[config.mk]
export PLATFORM = sky130hd
export DESIGN_NAME = writeback_arbiter
export DESIGN_NICKNAME = d
export VERILOG_FILES = /design/src/rtl/writeback_arbiter_pkg.sv /design/src/rtl/writeback_arbiter_fifo.sv /design/src/rtl/writeback_arbiter.sv
export SDC_FILE = /design/constraint.sdc
export NUM_CORES = 1
export LEC_CHECK = 0
export CAP_MARGIN = 20
export CORE_MARGIN = 2
export CORE_UTILIZATION = 46
export DETAILED_ROUTE_END_ITERATION = 6
export GPL_TIMING_DRIVEN = 0
export PLACE_DENSITY_LB_ADDON = 0.3
export SLEW_MARGIN = 15
export SYNTH_ARGS = -nofsm -noshare
export SYNTH_HDL_FRONTEND = slang
export SYNTH_HIERARCHICAL = 1
export SYNTH_SLANG_ARGS = --single-unit
[constraint.sdc]
create_clock -name clk -period 5.6 [get_ports clk]
set_input_delay 0.84 -clock clk [delete_from_list [all_inputs] [get_ports clk]]
set_output_delay 0.84 -clock clk [all_outputs]
set_load 0.01 [all_outputs]
[src/rtl/writeback_arbiter_pkg.sv]
`default_nettype none
// ============================================================================
//  Package     : wb_pkg
//  Description : Shared widths, default sizing constants and the buffered
//                writeback entry type for the writeback arbiter.
//  Revision    : 1.0  initial release
// ============================================================================
package wb_pkg;

  localparam int REG_AW             = 5;
  localparam int DATA_W             = 32;
  localparam int FIFO_DEPTH_DEFAULT = 2;
  localparam int STARVE_MAX_DEFAULT = 4;

  typedef struct packed {
    logic [REG_AW-1:0] rd;
    logic [DATA_W-1:0] data;
  } wb_entry_t;

endpackage : wb_pkg
`default_nettype wire

[src/rtl/writeback_arbiter_fifo.sv]
`default_nettype none
// ============================================================================
//  Module      : wb_fifo
//  Description : Small synchronous FIFO holding accepted multi-cycle results
//                until they win the writeback slot.
//  Revision    : 1.0  initial release
//  Ports       : clk, reset_n (async active-low)
//                flush       - empties the FIFO, wins over push/pop
//                push, push_entry - write when not full
//                pop         - advance head when not empty
//                head        - current oldest entry (valid when !empty)
//                full, empty - occupancy flags
// ============================================================================
module wb_fifo
  import wb_pkg::*;
#(
  parameter int DEPTH = FIFO_DEPTH_DEFAULT
) (
  input  logic      clk,
  input  logic      reset_n,
  input  logic      flush,
  input  logic      push,
  input  wb_entry_t push_entry,
  input  logic      pop,
  output wb_entry_t head,
  output logic      full,
  output logic      empty
);

  localparam int PW = (DEPTH > 1) ? $clog2(DEPTH) : 1;
  localparam int CW = PW + 1;
  localparam logic [CW-1:0] DEPTH_C = CW'(DEPTH);

  wb_entry_t       mem_q [DEPTH];
  logic [PW-1:0]   wr_ptr_q, wr_ptr_d;
  logic [PW-1:0]   rd_ptr_q, rd_ptr_d;
  logic [CW-1:0]   count_q,  count_d;
  logic            push_ok;
  logic            pop_ok;

  assign full    = (count_q == DEPTH_C);
  assign empty   = (count_q == '0);
  assign push_ok = push && !full && !flush;
  assign pop_ok  = pop && !empty && !flush;
  assign head    = mem_q[rd_ptr_q];

  // Pointers wrap naturally because DEPTH is a power of two.
  always_comb begin
    wr_ptr_d = wr_ptr_q;
    rd_ptr_d = rd_ptr_q;
    count_d  = count_q;
    if (flush) begin
      wr_ptr_d = '0;
      rd_ptr_d = '0;
      count_d  = '0;
    end else begin
      if (push_ok) wr_ptr_d = wr_ptr_q + 1'b1;
      if (pop_ok)  rd_ptr_d = rd_ptr_q + 1'b1;
      case ({push_ok, pop_ok})
        2'b10:   count_d = count_q + 1'b1;
        2'b01:   count_d = count_q - 1'b1;
        default: count_d = count_q;
      endcase
    end
  end

  always_ff @(posedge clk or negedge reset_n) begin
    if (!reset_n) begin
      wr_ptr_q <= '0;
      rd_ptr_q <= '0;
      count_q  <= '0;
    end else begin
      wr_ptr_q <= wr_ptr_d;
      rd_ptr_q <= rd_ptr_d;
      count_q  <= count_d;
    end
  end

  // Storage needs no reset: the count guards every read.
  always_ff @(posedge clk) begin
    if (push_ok) mem_q[wr_ptr_q] <= push_entry;
  end

endmodule : wb_fifo
`default_nettype wire

[src/rtl/writeback_arbiter.sv]
`default_nettype none
// ============================================================================
//  Module      : writeback_arbiter
//  Description : Arbitrates the single register-file write port between a
//                single-cycle ALU result and buffered multi-cycle results,
//                with an anti-starvation forced drain and optional busy
//                scoreboard.
//  Revision    : 1.0  initial release
//  Macro       : WB_SCOREBOARD_EN - enables the per-register busy scoreboard
//                (otherwise busy is tied to 0 and issue_* are ignored).
//  Ports       : clk, reset_n (async active-low), flush
//                alu_valid/alu_rd/alu_data in, alu_stall out
//                mem_valid/mem_rd/mem_data in, mem_ready out
//                issue_valid/issue_rd in
//                we3, v_f, a3, wd3 registered writeback outputs
//                busy per-register pending-write bits
// ============================================================================
module writeback_arbiter
  import wb_pkg::*;
#(
  parameter int FIFO_DEPTH = FIFO_DEPTH_DEFAULT,
  parameter int STARVE_MAX = STARVE_MAX_DEFAULT
) (
  input  logic              clk,
  input  logic              reset_n,
  input  logic              flush,
  input  logic              alu_valid,
  input  logic [REG_AW-1:0] alu_rd,
  input  logic [DATA_W-1:0] alu_data,
  output logic              alu_stall,
  input  logic              mem_valid,
  output logic              mem_ready,
  input  logic [REG_AW-1:0] mem_rd,
  input  logic [DATA_W-1:0] mem_data,
  input  logic              issue_valid,
  input  logic [REG_AW-1:0] issue_rd,
  output logic              we3,
  output logic              v_f,
  output logic [REG_AW-1:0] a3,
  output logic [DATA_W-1:0] wd3,
  output logic [31:0]       busy
);

  localparam int SW = $clog2(STARVE_MAX + 1);
  localparam logic [SW-1:0] STARVE_MAX_C = SW'(STARVE_MAX);

  wb_entry_t         fifo_head;
  logic              fifo_full;
  logic              fifo_empty;
  logic              fifo_push;
  logic              fifo_pop;
  logic              alu_won;

  logic [SW-1:0]     starve_q, starve_d;
  logic              v_f_q,  v_f_d;
  logic              we3_q,  we3_d;
  logic [REG_AW-1:0] a3_q,   a3_d;
  logic [DATA_W-1:0] wd3_q,  wd3_d;

  assign mem_ready = !fifo_full;
  assign fifo_push = mem_valid && !fifo_full && !flush;
  assign alu_stall = (starve_q == STARVE_MAX_C) && !fifo_empty;

  wb_fifo #(
    .DEPTH (FIFO_DEPTH)
  ) u_fifo (
    .clk        (clk),
    .reset_n    (reset_n),
    .flush      (flush),
    .push       (fifo_push),
    .push_entry ('{rd: mem_rd, data: mem_data}),
    .pop        (fifo_pop),
    .head       (fifo_head),
    .full       (fifo_full),
    .empty      (fifo_empty)
  );

  // Source selection: flush > forced drain > ALU > FIFO head > idle.
  always_comb begin
    fifo_pop = 1'b0;
    alu_won  = 1'b0;
    v_f_d    = 1'b0;
    a3_d     = '0;
    wd3_d    = '0;
    starve_d = starve_q;
    if (flush) begin
      starve_d = '0;
    end else begin
      if (alu_stall) begin
        fifo_pop = 1'b1;
      end else if (alu_valid) begin
        alu_won = 1'b1;
        v_f_d   = 1'b1;
        a3_d    = alu_rd;
        wd3_d   = alu_data;
      end else if (!fifo_empty) begin
        fifo_pop = 1'b1;
      end
      if (fifo_pop) begin
        v_f_d = 1'b1;
        a3_d  = fifo_head.rd;
        wd3_d = fifo_head.data;
      end
      if (fifo_pop || fifo_empty) begin
        starve_d = '0;
      end else if (alu_won && (starve_q != STARVE_MAX_C)) begin
        starve_d = starve_q + 1'b1;
      end
    end
    // r0 results are consumed but never written.
    we3_d = v_f_d && (a3_d != '0);
  end

  always_ff @(posedge clk or negedge reset_n) begin
    if (!reset_n) begin
      starve_q <= '0;
      v_f_q    <= 1'b0;
      we3_q    <= 1'b0;
      a3_q     <= '0;
      wd3_q    <= '0;
    end else begin
      starve_q <= starve_d;
      v_f_q    <= v_f_d;
      we3_q    <= we3_d;
      a3_q     <= a3_d;
      wd3_q    <= wd3_d;
    end
  end

  assign v_f = v_f_q;
  assign we3 = we3_q;
  assign a3  = a3_q;
  assign wd3 = wd3_q;

`ifdef WB_SCOREBOARD_EN
  logic [31:0] busy_q, busy_d;

  // Clear on the selected write first so a same-edge issue to that rd wins.
  always_comb begin
    busy_d = busy_q;
    if (flush) begin
      busy_d = '0;
    end else begin
      if (v_f_d) busy_d[a3_d] = 1'b0;
      if (issue_valid && (issue_rd != '0)) busy_d[issue_rd] = 1'b1;
    end
    busy_d[0] = 1'b0;
  end

  always_ff @(posedge clk or negedge reset_n) begin
    if (!reset_n) busy_q <= '0;
    else          busy_q <= busy_d;
  end

  assign busy = busy_q;
`else
  logic unused_issue;
  assign unused_issue = ^{issue_valid, issue_rd};
  assign busy         = '0;
`endif

endmodule : writeback_arbiter
`default_nettype wire

[After elaboration in Yosys (flattened, before gate mapping)]
Memories as Yosys holds them, arrays and structs flattened.
Cells that the tools add are included.
Storage, ports and cells
  memories kept: 1
  logic and storage cells: 67
  register bits: 46
  memory bits (writable): 74
  input bits: 85
  output and inout port bits: 73
Memories
  u_fifo.mem_q: depth 2, width 37, read ports 1, clocked after Yosys merged registers in 0, wr ports 1, RTL line writeback_arbiter_fifo.sv:34  | wb_entry_t mem_q [DEPTH];
Cells by class
  $add $sub $neg: 5
  eq/ne operators: 5
  muxes and demuxes: 29
  reduce and logical (&&, ||, !) cells: 19
Operators by type and width (count)
  2-to-1 mux 32 bit: 4
  2-to-1 mux 5 bit: 4
  2-to-1 mux 1 bit: 16
  logical AND 1 bit: 9
  2-to-1 mux 3 bit: 3
  nonzero test 3 bit: 2
  nonzero test 5 bit: 1
  equality test 2 bit (second input constant): 2
  case mux 2 bit (2 select lines): 1
  nonzero test 2 bit: 2
  adder 3 x 1 -> 3 bit (second input constant): 1
  equality test 3 bit (second input constant): 1
  logical NOT 1 bit: 3
  != test 3 bit (second input constant): 1
  adder 1 bit (second input constant): 2
  adder 2 x 1 -> 2 bit (second input constant): 1
  equality test 2 x 1 -> 1 bit (second input constant): 1
  logical NOT 2 bit: 1
  2-to-1 mux 2 bit: 1
  subtractor 2 x 1 -> 2 bit (second input constant): 1
  logical OR 1 bit: 1

[Depth between registers and ports, before layout]
Gate-level depths: netlist of run 1.
  depth after elaboration: 11
  depth in mapped cells: 8
  gate-level depth less buffers: 7

[Cells and area by module]
Netlist of run 1, hierarchy kept.
By module, submodules not included
  wb_fifo: seq. area each 2322.2 um^2, instances 1, cells an instance 140, area an instance 2879.0 um^2
  writeback_arbiter: seq. area each 1051.0 um^2, instances 1, cells an instance 146, area an instance 1848.0 um^2

[Least setup slack after synthesis of run 1]
Ideal clock, no wire load.
  kind: input to register
  start: input port flush
  end: memory u_fifo/mem_q[1][0] (netlist bit), enable pin
  data required time: 5.115 ns
  stages on the path: 3
  setup time: 0.485 ns
  arrival: 4.230 ns
  path buffers: 0
  path slack: 0.885 ns
  cells stage by stage: nor3b_1 nand2b_1 nor3b_1
Between the ends
  longest elaborated chain between the ends: 6
Ends and longest elaborated chain
  start: declaration: RTL line writeback_arbiter.sv:26  | input logic flush,
  logical NOT 1 bit (*): RTL line writeback_arbiter_fifo.sv:43, writeback_arbiter.sv:61
  logical AND 1 bit: RTL line writeback_arbiter.sv:61  | assign fifo_push = mem_valid && !fifo_full && !flush;
  logical AND 1 bit: RTL line writeback_arbiter_fifo.sv:43  | assign push_ok = push && !full && !flush;
  logical AND 1 bit (*): RTL line writeback_arbiter_fifo.sv:43
  2-to-1 mux 1 bit (*): RTL line writeback_arbiter_fifo.sv:81  | if (push_ok) mem_q[wr_ptr_q] <= push_entry;
  2-to-1 mux 1 bit (implied by the code) (*): RTL line writeback_arbiter_fifo.sv:81
  end: declaration: RTL line writeback_arbiter_fifo.sv:34
Every way passes the cells marked *; elsewhere a longest branch is shown, timed or not.

[Worst setup path in the final report of run 1]
  start: input port flush
  end: memory u_fifo/mem_q[1][32] (netlist bit), enable pin
Between the ends
  longest elaborated chain between the ends: 6
Ends and longest elaborated chain
  logical NOT 1 bit: RTL line writeback_arbiter.sv:61
  logical AND 1 bit: RTL line writeback_arbiter.sv:61
  net fifo_push: RTL line writeback_arbiter.sv:50  | logic fifo_push;
  logical AND 1 bit (2 in series): RTL line writeback_arbiter_fifo.sv:43
  2-to-1 mux 1 bit: RTL line writeback_arbiter_fifo.sv:81
  2-to-1 mux 1 bit (implied by the code): RTL line writeback_arbiter_fifo.sv:81
The timed path passes the listed nets, and every way through them passes these cells.

==> results of run 1 <==
## stage by stage
stage,hold slack (ns),std cells
floorplan,0.4352,317
global placement,0.4476,572
detailed placement,0.4717,581
CTS,0.3883,613
global route,0.4192,613
finish,0.3780,613
## worst max path at each step
| stage | to | depth (start not counted) |
|---|---|---|
| floorplan | u_fifo/mem_q[1][0] | 3 |
| global placement | u_fifo/mem_q[1][1] | 4 |
| detailed placement | u_fifo/mem_q[1][1] | 6 |
| CTS | u_fifo/mem_q[1][0] | 6 |
| global route | u_fifo/mem_q[1][0] | 6 |
| finish | u_fifo/mem_q[1][32] | 6 |
## routing by layer
layer | part of all wire [%] | up-vias
li1 | - | 1373
met2 | 52 | 100
met3 | 5.6 | 12
met1 | 41 | 1388
met4 | 1.6 | 0
met5 | 0 | -
## registers in the layout (all words and copies together) (netlist names)
signal	cells
we3	1
u_fifo/wr_ptr_q	1
v_f	1
u_fifo/count_q	2
wd3	32
u_fifo/mem_q	74
starve_q	3
a3	5
u_fifo/rd_ptr_q	1
## kinds of logic (layout without fill, tap and decap cells)
group                    count (synthesis)  after routing  share of synthesized area [%]
XOR/XNOR                                 1              1                         0.1853
flip-flops                             120            120                          71.36
buffers and inverters                   49            209                          7.332
AND/OR/NAND/NOR                         28             28                          3.282
AO/OA/AOI/OAI                           47             47                          8.205
other                                    1             32                        0.07933
adder cells (fa/ha/maj)                  2              2                         0.5293
multiplexers                            38             38                          9.026
## area by class of cell
cell class | instances | area (um^2) | area share, %
multi-input combinational | 148 | 1134 | 16.55
buffer | 44 | 327.8 | 4.787
timing repair buffer | 128 | 1274 | 18.60
tap | 136 | 170.2 | 2.485
inverter | 5 | 18.77 | 0.2741
clock buffer | 18 | 417.9 | 6.103
clock inverter | 14 | 132.6 | 1.937
sequential | 120 | 3373 | 49.26
## where the power goes
group	leakage, nW	internal (mW)	switching (mW)
combinational	1.22	0.117	0.0771
sequential	1.29	0.972	0.00852
clock	0.266	0.625	0.370
## synth_stat cells (2+ instances only)
library cell and n:
nor3b_1 3, buf_2 7, o21ai_0 3, buf_4 33, nor2_1 8, nor3_1 3
mux2_2 33, a21oi_1 3, ha_1 2, edfxtp_1 74, mux2_1 4, nand2_1 5
dfrtp_1 46, a22o_1 38, buf_6 4, inv_1 4
## cells in the final DEF (no fill, tap or decap), types with 4 or more instances in the layout
cell type        netlist  layout
a22o_1                38      38
buf_2                  7       8
buf_4                 33      41
buf_6                  4       4
clkbuf_16              0      16
clkdlybuf4s50_1        0     118
clkinv_2               0       5
conb_1                 1      32
dfrtp_1               46      46
edfxtp_1              74      74
inv_1                  4       4
mux2_1                 4       4
mux2_2                33      33
nand2_1                5       5
nor2_1                 8       8
## worst max-delay path, delay by kind of cell
family | cells | cell delay [ns]
AND/OR/NAND/NOR | 3 | 1.54
buffers and inverters | 3 | 1.11
==> flow_summary_export.csv, run 1 <==
group,metric,value,unit
synthesis,yosys.area.top_type,"edfxtp_1",
finish,nets,551,
finish,drive_gt1_share,25.37,%
sta,worst_slack,2.300,ns
status,status,"complete, no violations",
critical_path,slowest_delay,0.70,ns
cts,cts.sinks,120,
sta,tightest_slew,0.8158,ns
cts,postCtsSetupBuffers,0,
critical_path,timing.rr.end,"u_fifo/mem_q[1][32]",
power,finalPower,2.170,mW
floorplan,initial_core_util,46.62,%
sta,rsz0062_at_grt,"false",
sta,fmax,0.3031,GHz
synthesis,synthTopCellsByArea,"edfxtp_1 (47%), dfrtp_1 (24%), mux2_2 (7.9%)",
synthesis,synthFlopType,"edfxtp_1",
floorplan,die_w,105.4,um
drt,wl,9784,um
sta,hold_viol_final,0,
floorplan,rows,37,
critical_path,path_class,"in2reg",
global_route,met1_usage,21.98,%
critical_path,critPathRequiredTime,5.81,ns
critical_path,r2r_cells,6,
critical_path,cp-startpoint,"flush",
placed_design,post-dp-hpwl,6922,um
critical_path,crit_path_frequent_cell,"buf_4",
synthesis,ys_seq_area_share,71.36,%
cts,cts-buffers-inserted,17,
global_route,antenna_found_initial,0,
cts,cts_tree,"built",
power,cellLeakagePower,2.776,nW
sta,slew_headroom,45.31,%
placed_design,io_buffers,119,
sta,min_period_over_period,58.92,%
cts,ctsRootBufferMaster,"clkbuf_8",
critical_path,critPathMaxFanout,10,
global_route,grt_pass1_wl,15670,um
power,max-vdd-ir-drop,0.0001742,V
synthesis,synthDistinctLibCells,32,
synthesis,ys_warn_count,6,
critical_path,cp_cell_sequence,"clkdlybuf4s50_1 > nor3b_1 > nand2b_1 > nor3b_2 > buf_4 > buf_4",
floorplan,dieArea,0.01110,mm^2
global_route,busiest_layer,"met2",
synthesis,synth_seq_cells,120,
floorplan,core_area,0.01014,mm^2
placed_design,post_dp_cell_area,0.006297,mm^2
finish,fillers,717,
critical_path,slowest_stage,"nor3b_2",
synthesis,synthArstFlopShare,38.33,%
synthesis,synth_top_area_share,47.01,%
drt,avgViaCountPerCell,4.687,
drt,wl_per_cell,15.96,um
critical_path,r2r_setup_slack,2.71,ns
global_route,grt_pass1_vias,3086,
floorplan,ios,158,
drt,drt_iter0_markers,84,
synthesis,syn_inst,286,
drt,dr.pass1.iters,4,
synthesis,avgSynthCellArea,16.53,um^2
cts,cts.repair.resized,0,
sta,finClkSkew,0.01154,ns
floorplan,die_h,105.4,um
finish,diodes,0,
placed_design,routabilityCongestion,0.7117,
finish,synthToLayoutAreaGrowth,44.87,%
critical_path,arrival,3.51,ns
synthesis,synth-edff-count,74,
sta,tns,0,ns
global_route,overflow,0,
drt,via_count,2873,
drt,ant_nets,0,
job,drv_cap,0,
finish,final_util,67.54,%
cts,clock_path_buffers,2,
cts,cts_hold_buf,0,
global_route,use_met2,31.94,%
cts,htreeDepth,4,
placed_design,dp_worst_setup_slack,1.758,ns
finish,final_area,0.006848,mm^2
synthesis,netlist_area,0.004727,mm^2
hold_path,worstHoldPathType,"in2async",
sta,drv_slew,0,
drt,route.detailed.drc,0,
critical_path,worstSetupEndpointType,"register",
cts,clock_latency,0.51,ns
sta,min_period,3.300,ns
power,power.density,316.9,mW/mm^2
cts,clk_pin_slew_worst_paths,0.05,ns
critical_path,timing.rr.start,"u_fifo/count_q[1]",
global_route,use_met3,5.442,%
sta,setup_viol,0,
global_route,grt_start_max_net_pins,29,
global_route,grt.total_usage,18.71,%
critical_path,startpoint_type,"input pin",
(Power assumes the default switching activity.)
==> inputs of run 2 (changes only) <==
--- a/config.mk
+++ b/config.mk
@@ -7,7 +7,7 @@
 export LEC_CHECK = 0
 export CAP_MARGIN = 20
 export CORE_MARGIN = 2
-export CORE_UTILIZATION = 46
+export CORE_UTILIZATION = 41
 export DETAILED_ROUTE_END_ITERATION = 6
 export GPL_TIMING_DRIVEN = 0
 export PLACE_DENSITY_LB_ADDON = 0.3
==> constraint.sdc (replaced) <==
create_clock -name clk -period 2.75 [get_ports clk]
set_input_delay 0.4125 -clock clk [delete_from_list [all_inputs] [get_ports clk]]
set_output_delay 0.4125 -clock clk [all_outputs]
set_load 0.01 [all_outputs]
==> run 2 against run 1 <==
Combinational power rose by 110%. Sequential power rose by 100%. Clock skew fell by 0.0052 ns. Highest routed layer unchanged.
==> flow_summary_export.csv, run 2 (synthesis results as in run 1) <==
group,metric,value,unit
status,status,"complete, no violations",
critical_path,worstSetupEndpointType,"register",
global_route,grt_pass1_vias,3079,
sta,tightest_slew,0.5421,ns
cts,ctsRootBufferMaster,"clkbuf_16",
floorplan,core_area,0.01132,mm^2
power,max-vdd-ir-drop,0.0004084,V
finish,final_common_cell,"clkdlybuf4s50_1",
global_route,busiest_layer,"met2",
finish,final_util,60.96,%
sta,rsz0062_at_grt,"false",
global_route,grt_start_max_net_pins,28,
drt,route.detailed.drc,0,
critical_path,critPathRequiredTime,2.85,ns
hold_path,hp-start,"starve_q[0]",
critical_path,r2r_setup_slack,0.29,ns
placed_design,post-dp-hpwl,7013,um
placed_design,routabilityCongestion,0.6860,
cts,clk_pin_slew_worst_paths,0.05,ns
global_route,antenna_found_initial,0,
sta,drv_slew,0,
critical_path,path_class,"in2reg",
critical_path,crit_path_frequent_cell,"buf_8",
floorplan,die_h,111.4,um
sta,slew_headroom,63.86,%
global_route,use_met2,28.50,%
drt,avgViaCountPerCell,4.777,
critical_path,startpoint_type,"input pin",
cts,htreeDepth,4,
global_route,use_met3,5.879,%
sta,min_period,2.634,ns
cts,cts.sinks,120,
critical_path,timing.rr.start,"u_fifo/count_q[1]",
sta,setup_viol,0,
floorplan,initial_core_util,41.76,%
floorplan,rows,39,
critical_path,slowest_delay,0.68,ns
sta,finClkSkew,0.006311,ns
power,cellLeakagePower,2.784,nW
global_route,grt.total_usage,16.56,%
finish,nets,550,
placed_design,io_buffers,119,
sta,min_period_over_period,95.79,%
power,switching_share,20.38,%
critical_path,cp_cell_sequence,"clkdlybuf4s50_1 > nor3b_2 > nand2b_1 > nor3_4 > buf_8 > buf_8",
drt,wl,9959,um
finish,largest_register_ffs,74,
cts,cts_tree,"built",
floorplan,dieArea,0.01240,mm^2
critical_path,slowest_stage,"clkdlybuf4s50_1",
floorplan,ios,158,
floorplan,die_w,111.4,um
global_route,met1_usage,19.11,%
cts,clock_latency,0.40,ns
power,power.internal,3.568,mW
drt,wl_per_cell,16.11,um
drt,ant_nets,0,
critical_path,critPathMaxFanout,16,
cts,clock_path_buffers,2,
critical_path,arrival,2.73,ns
sta,hold_viol_final,0,
global_route,grt_pass1_wl,15550,um
drt,via_count,2952,
power,clockPowerShare,46.4,%
drt,dr.pass1.iters,4,
placed_design,dp_worst_setup_slack,-0.7286,ns
power,sequentialPowerShare,44.6,%
drt,drt_iter0_markers,110,
critical_path,cp-startpoint,"flush",
finish,top_register,"u_fifo/mem_q",
sta,holdWs,0.4984,ns
power,power_frac_comb,8.9,%
finish,drive_gt1_share,24.63,%
job,drv_cap,0,
global_route,overflow,0,
cts,cts-buffers-inserted,17,
finish,final_cell_mix,"clkdlybuf4s50_1 (118), edfxtp_1 (74), dfrtp_1 (46)",
finish,synthToLayoutAreaGrowth,46.00,%
power,power.density,649.3,mW/mm^2
sta,fmax,0.3796,GHz
sta,worst_slack,0.1158,ns
power,switchingPower,913.4,uW
finish,diodes,0,
hold_path,worstHoldPathType,"reg2reg",
[run 2: cell type report]
class,count,area (um^2)
multi-input cells,148,1151
clock buffers,23,457.9
inverters,5,18.77
well taps,143,178.9
fillers,877,4419
repair buffers,127,1295
flip-flops and latches,120,3373
plain buffers,44,327.8
clock inverters,8,98.84
[run 2: power groups by stage]
stage | registers, mW | clock network, mW | logic [mW]
5_1_grt | 2.00 | 2.21 | 0.429
4_1_cts | 2.00 | 2.13 | 0.404
3_3_place_gp | 2.03 | 0 | 0.383
3_5_place_dp | 2.03 | 0 | 0.400
2_1_floorplan | 2.05 | 0 | 0.145
6_report | 2.00 | 2.08 | 0.401
[run 2: stage by stage]
step                      cells  power (mW)  cell area, um^2  setup TNS (ns)
after floorplan             317       2.193             4866               0
after global placement      579       2.415             6236         -102.10
after detailed placement    585       2.433             6322          -32.19
after CTS                   618       4.531             6902               0
after global routing        618       4.642             6902               0
final                       618       4.481             6902               0
[run 2: per-layer routing]
| metal | up-vias | wire length (um) | share of wire, % |
|---|---|---|---|
| met3 | 11 | 668 | 6.7 |
| met2 | 123 | 5145 | 52 |
| met1 | 1449 | 4019 | 40 |
| met4 | 0 | 125 | 1.3 |
| li1 | 1369 | - | - |
| met5 | - | 0 | 0 |
[run 2: path summary, 6_finish.rpt]
kind	to	cells after the start
worst min register to register	starve_q[0]	1
worst max-delay path	u_fifo/mem_q[0][16]	6
worst max register to register	u_fifo/mem_q[0][16]	6
min in group asynchronous	wd3[1]	2
worst min-delay path	starve_q[0]	1
max in group asynchronous	wd3[16]	3
[run 2: what timing repair did]
action                                 4_1_cts  5_1_grt
hold buffers                                 1        0
setup buffers                                1        0
setup endpoints to repair                   35        0
endpoints found under the hold margin       19        0
gates resized for setup                      1        0
[run 2: critical path, delay by kind of cell]
family                 cells  cell delay [ns]
buffers and inverters      3             1.14
and+or+nand+nor            3             1.15
==> inputs of run 3 (changes only) <==
--- a/config.mk
+++ b/config.mk
@@ -10,7 +10,7 @@
 export CORE_UTILIZATION = 41
 export DETAILED_ROUTE_END_ITERATION = 6
 export GPL_TIMING_DRIVEN = 0
-export PLACE_DENSITY_LB_ADDON = 0.3
+export PLACE_DENSITY_LB_ADDON = 0.08
 export SLEW_MARGIN = 15
 export SYNTH_ARGS = -nofsm -noshare
 export SYNTH_HDL_FRONTEND = slang
==> run 3 against run 2 <==
Critical path type unchanged. Die area did not move. Clock power rose by 6%. Critical endpoint is now u_fifo/mem_q[1][19]. Register-to-register slack improved by 0.12 ns. Global-route usage fell by 0.72 points. Largest cell class unchanged. Via count fell by 2.6%. Critical path depth did not move. Fmax rose by 6.3%.
==> flow_summary_export.csv, run 3 (synthesis results as in run 1) <==
group,metric,value,unit
global_route,overflow,0,
finish,layout.cells.non_filler,622,
global_route,grt.total_usage,15.84,%
finish,final_cell_mix,"clkdlybuf4s50_1 (118), edfxtp_1 (74), dfrtp_1 (46)",
floorplan,ios,158,
placed_design,dpl.cell_count,584,
power,cellLeakagePower,2.843,nW
cts,ctsRootBufferMaster,"clkbuf_16",
hold_path,whs_path_depth,1,
sta,fmax,0.4034,GHz
sta,rsz0062_at_grt,"false",
status,status,"complete, no violations",
placed_design,post-dp-hpwl,6531,um
finish,fillers,874,
hold_path,holdPathEnd,"starve_q[0]",
cts,clk_pin_slew_worst_paths,0.05,ns
floorplan,rows,39,
placed_design,post_dp_cell_area,0.006324,mm^2
floorplan,die_w,111.4,um
finish,nets,554,
finish,final_common_cell,"clkdlybuf4s50_1",
critical_path,startpoint_type,"input pin",
sta,holdWs,0.4651,ns
cts,clock_latency,0.40,ns
finish,final_area,0.007005,mm^2
cts,cts_tree,"built",
finish,top_register,"u_fifo/mem_q",
finish,largest_register_ffs,74,
sta,finClkSkew,0.006000,ns
drt,route.detailed.drc,0,
finish,drive_gt1_share,25.05,%
critical_path,path_class,"in2reg",
global_route,grt_start_max_net_pins,28,
power,max-vdd-ir-drop,0.0003409,V
critical_path,cp-startpoint,"flush",
sta,hold_viol_final,0,
hold_path,hp-start,"starve_q[0]",
finish,diodes,0,
global_route,grt_pass1_vias,2923,
floorplan,core_area,0.01132,mm^2
sta,min_period_over_period,90.14,%
critical_path,r2r_setup_slack,0.41,ns
global_route,antenna_found_initial,0,
drt,top_layer_used,"met4",
drt,dr.pass1.iters,6,
floorplan,dieArea,0.01240,mm^2
hold_path,worstHoldPathType,"reg2reg",
sta,tightest_slew,0.6499,ns
critical_path,r2r_cells,6,
finish,multi_input_area,0.001146,mm^2
power,power.density,657.7,mW/mm^2
placed_design,routabilityCongestion,0.7416,
sta,slew_headroom,56.58,%
drt,drt_iter0_markers,93,
cts,htreeDepth,4,
critical_path,timing.rr.end,"u_fifo/mem_q[1][19]",
drt,wl,9418,um
drt,dr_wl_met2,4672,um
cts,cts.repair.resized,0,
cts,cts-buffers-inserted,17,
critical_path,worstSetupEndpointType,"register",
critical_path,critPathMaxFanout,11,
drt,wirelength_met1,4067,um
drt,wl_per_cell,15.14,um
floorplan,initial_core_util,41.76,%
floorplan,die_h,111.4,um
drt,avgViaCountPerCell,4.621,
placed_design,io_buffers,119,
drt,via_count,2874,
critical_path,arrival,2.59,ns
sta,min_period,2.479,ns
critical_path,timing.rr.start,"u_fifo/count_q[1]",
sta,drv_slew,0,
finish,synthToLayoutAreaGrowth,48.20,%
sta,setup_viol,0,
critical_path,critPathRequiredTime,2.86,ns
cts,clock_path_buffers,2,
finish,seq_area,0.003373,mm^2
global_route,grt_pass1_wl,14750,um
job,drv_cap,0,
drt,routed-wl-met3,616,um
cts,cts.sinks,120,
drt,ant_nets,0,
==> run 3: worst max path at each step <==
stage / to / slack, ns / depth (start not counted)
2_1_floorplan: u_fifo/mem_q[1][0] / 0.01 / 4
3_3_place_gp: u_fifo/mem_q[1][23] / -1.39 / 4
3_5_place_dp: u_fifo/mem_q[1][26] / -0.59 / 5
4_1_cts: u_fifo/mem_q[1][15] / 0.30 / 6
5_1_grt: u_fifo/mem_q[1][15] / 0.14 / 6
6_report: u_fifo/mem_q[1][19] / 0.27 / 6
==> run 3: worst max-delay path, stage by stage <==
cell             delay (ns)
clkdlybuf4s50_1        0.65
nor3b_1                0.66
nand2b_1               0.27
nor3b_4                0.25
buf_4                  0.19
buf_8                  0.15
==> run 3: final cells by class <==
cell class / instances / area share, %
flip-flops and latches: 120 / 48.15
repair buffers: 131 / 19.57
multi-input cells: 148 / 16.36
clock buffers: 18 / 6.126
plain buffers: 44 / 4.679
well taps: 143 / 2.554
clock inverters: 13 / 2.286
inverters: 5 / 0.2679
==> run 3: metal layers <==
| layer | global-route usage (%) | up-vias |
|---|---|---|
| li1 | - | 1368 |
| met1 | 19.32 | 1390 |
| met2 | 26.06 | 110 |
| met3 | 5.553 | 6 |
| met4 | 6.173 | 0 |
| met5 | 0 | - |
==> run 3: metrics by stage <==
stage / worst slack (ns) / power [mW] / setup TNS (ns) / utilization [%]
finish: 0.2711 / 4.608 / 0 / 61.88
global route: 0.1442 / 4.770 / 0 / 61.88
CTS: 0.2955 / 4.661 / 0 / 61.88
detailed placement: -0.5875 / 2.431 / -35.26 / 55.86
global placement: -1.388 / 2.416 / -106.40 / 55.08
floorplan: 0.01076 / 2.193 / 0 / -
==> run 3: repair_timing <==
action,CTS,global route
setup endpoints to repair,52,0
hold buffers,1,0
endpoints found under the hold margin,19,0
setup buffers,6,0
==> run 3: power by group <==
group / switching [mW] / internal [mW]
registers: 0.0177 / 1.98
clock network: 0.717 / 1.49
logic: 0.158 / 0.247
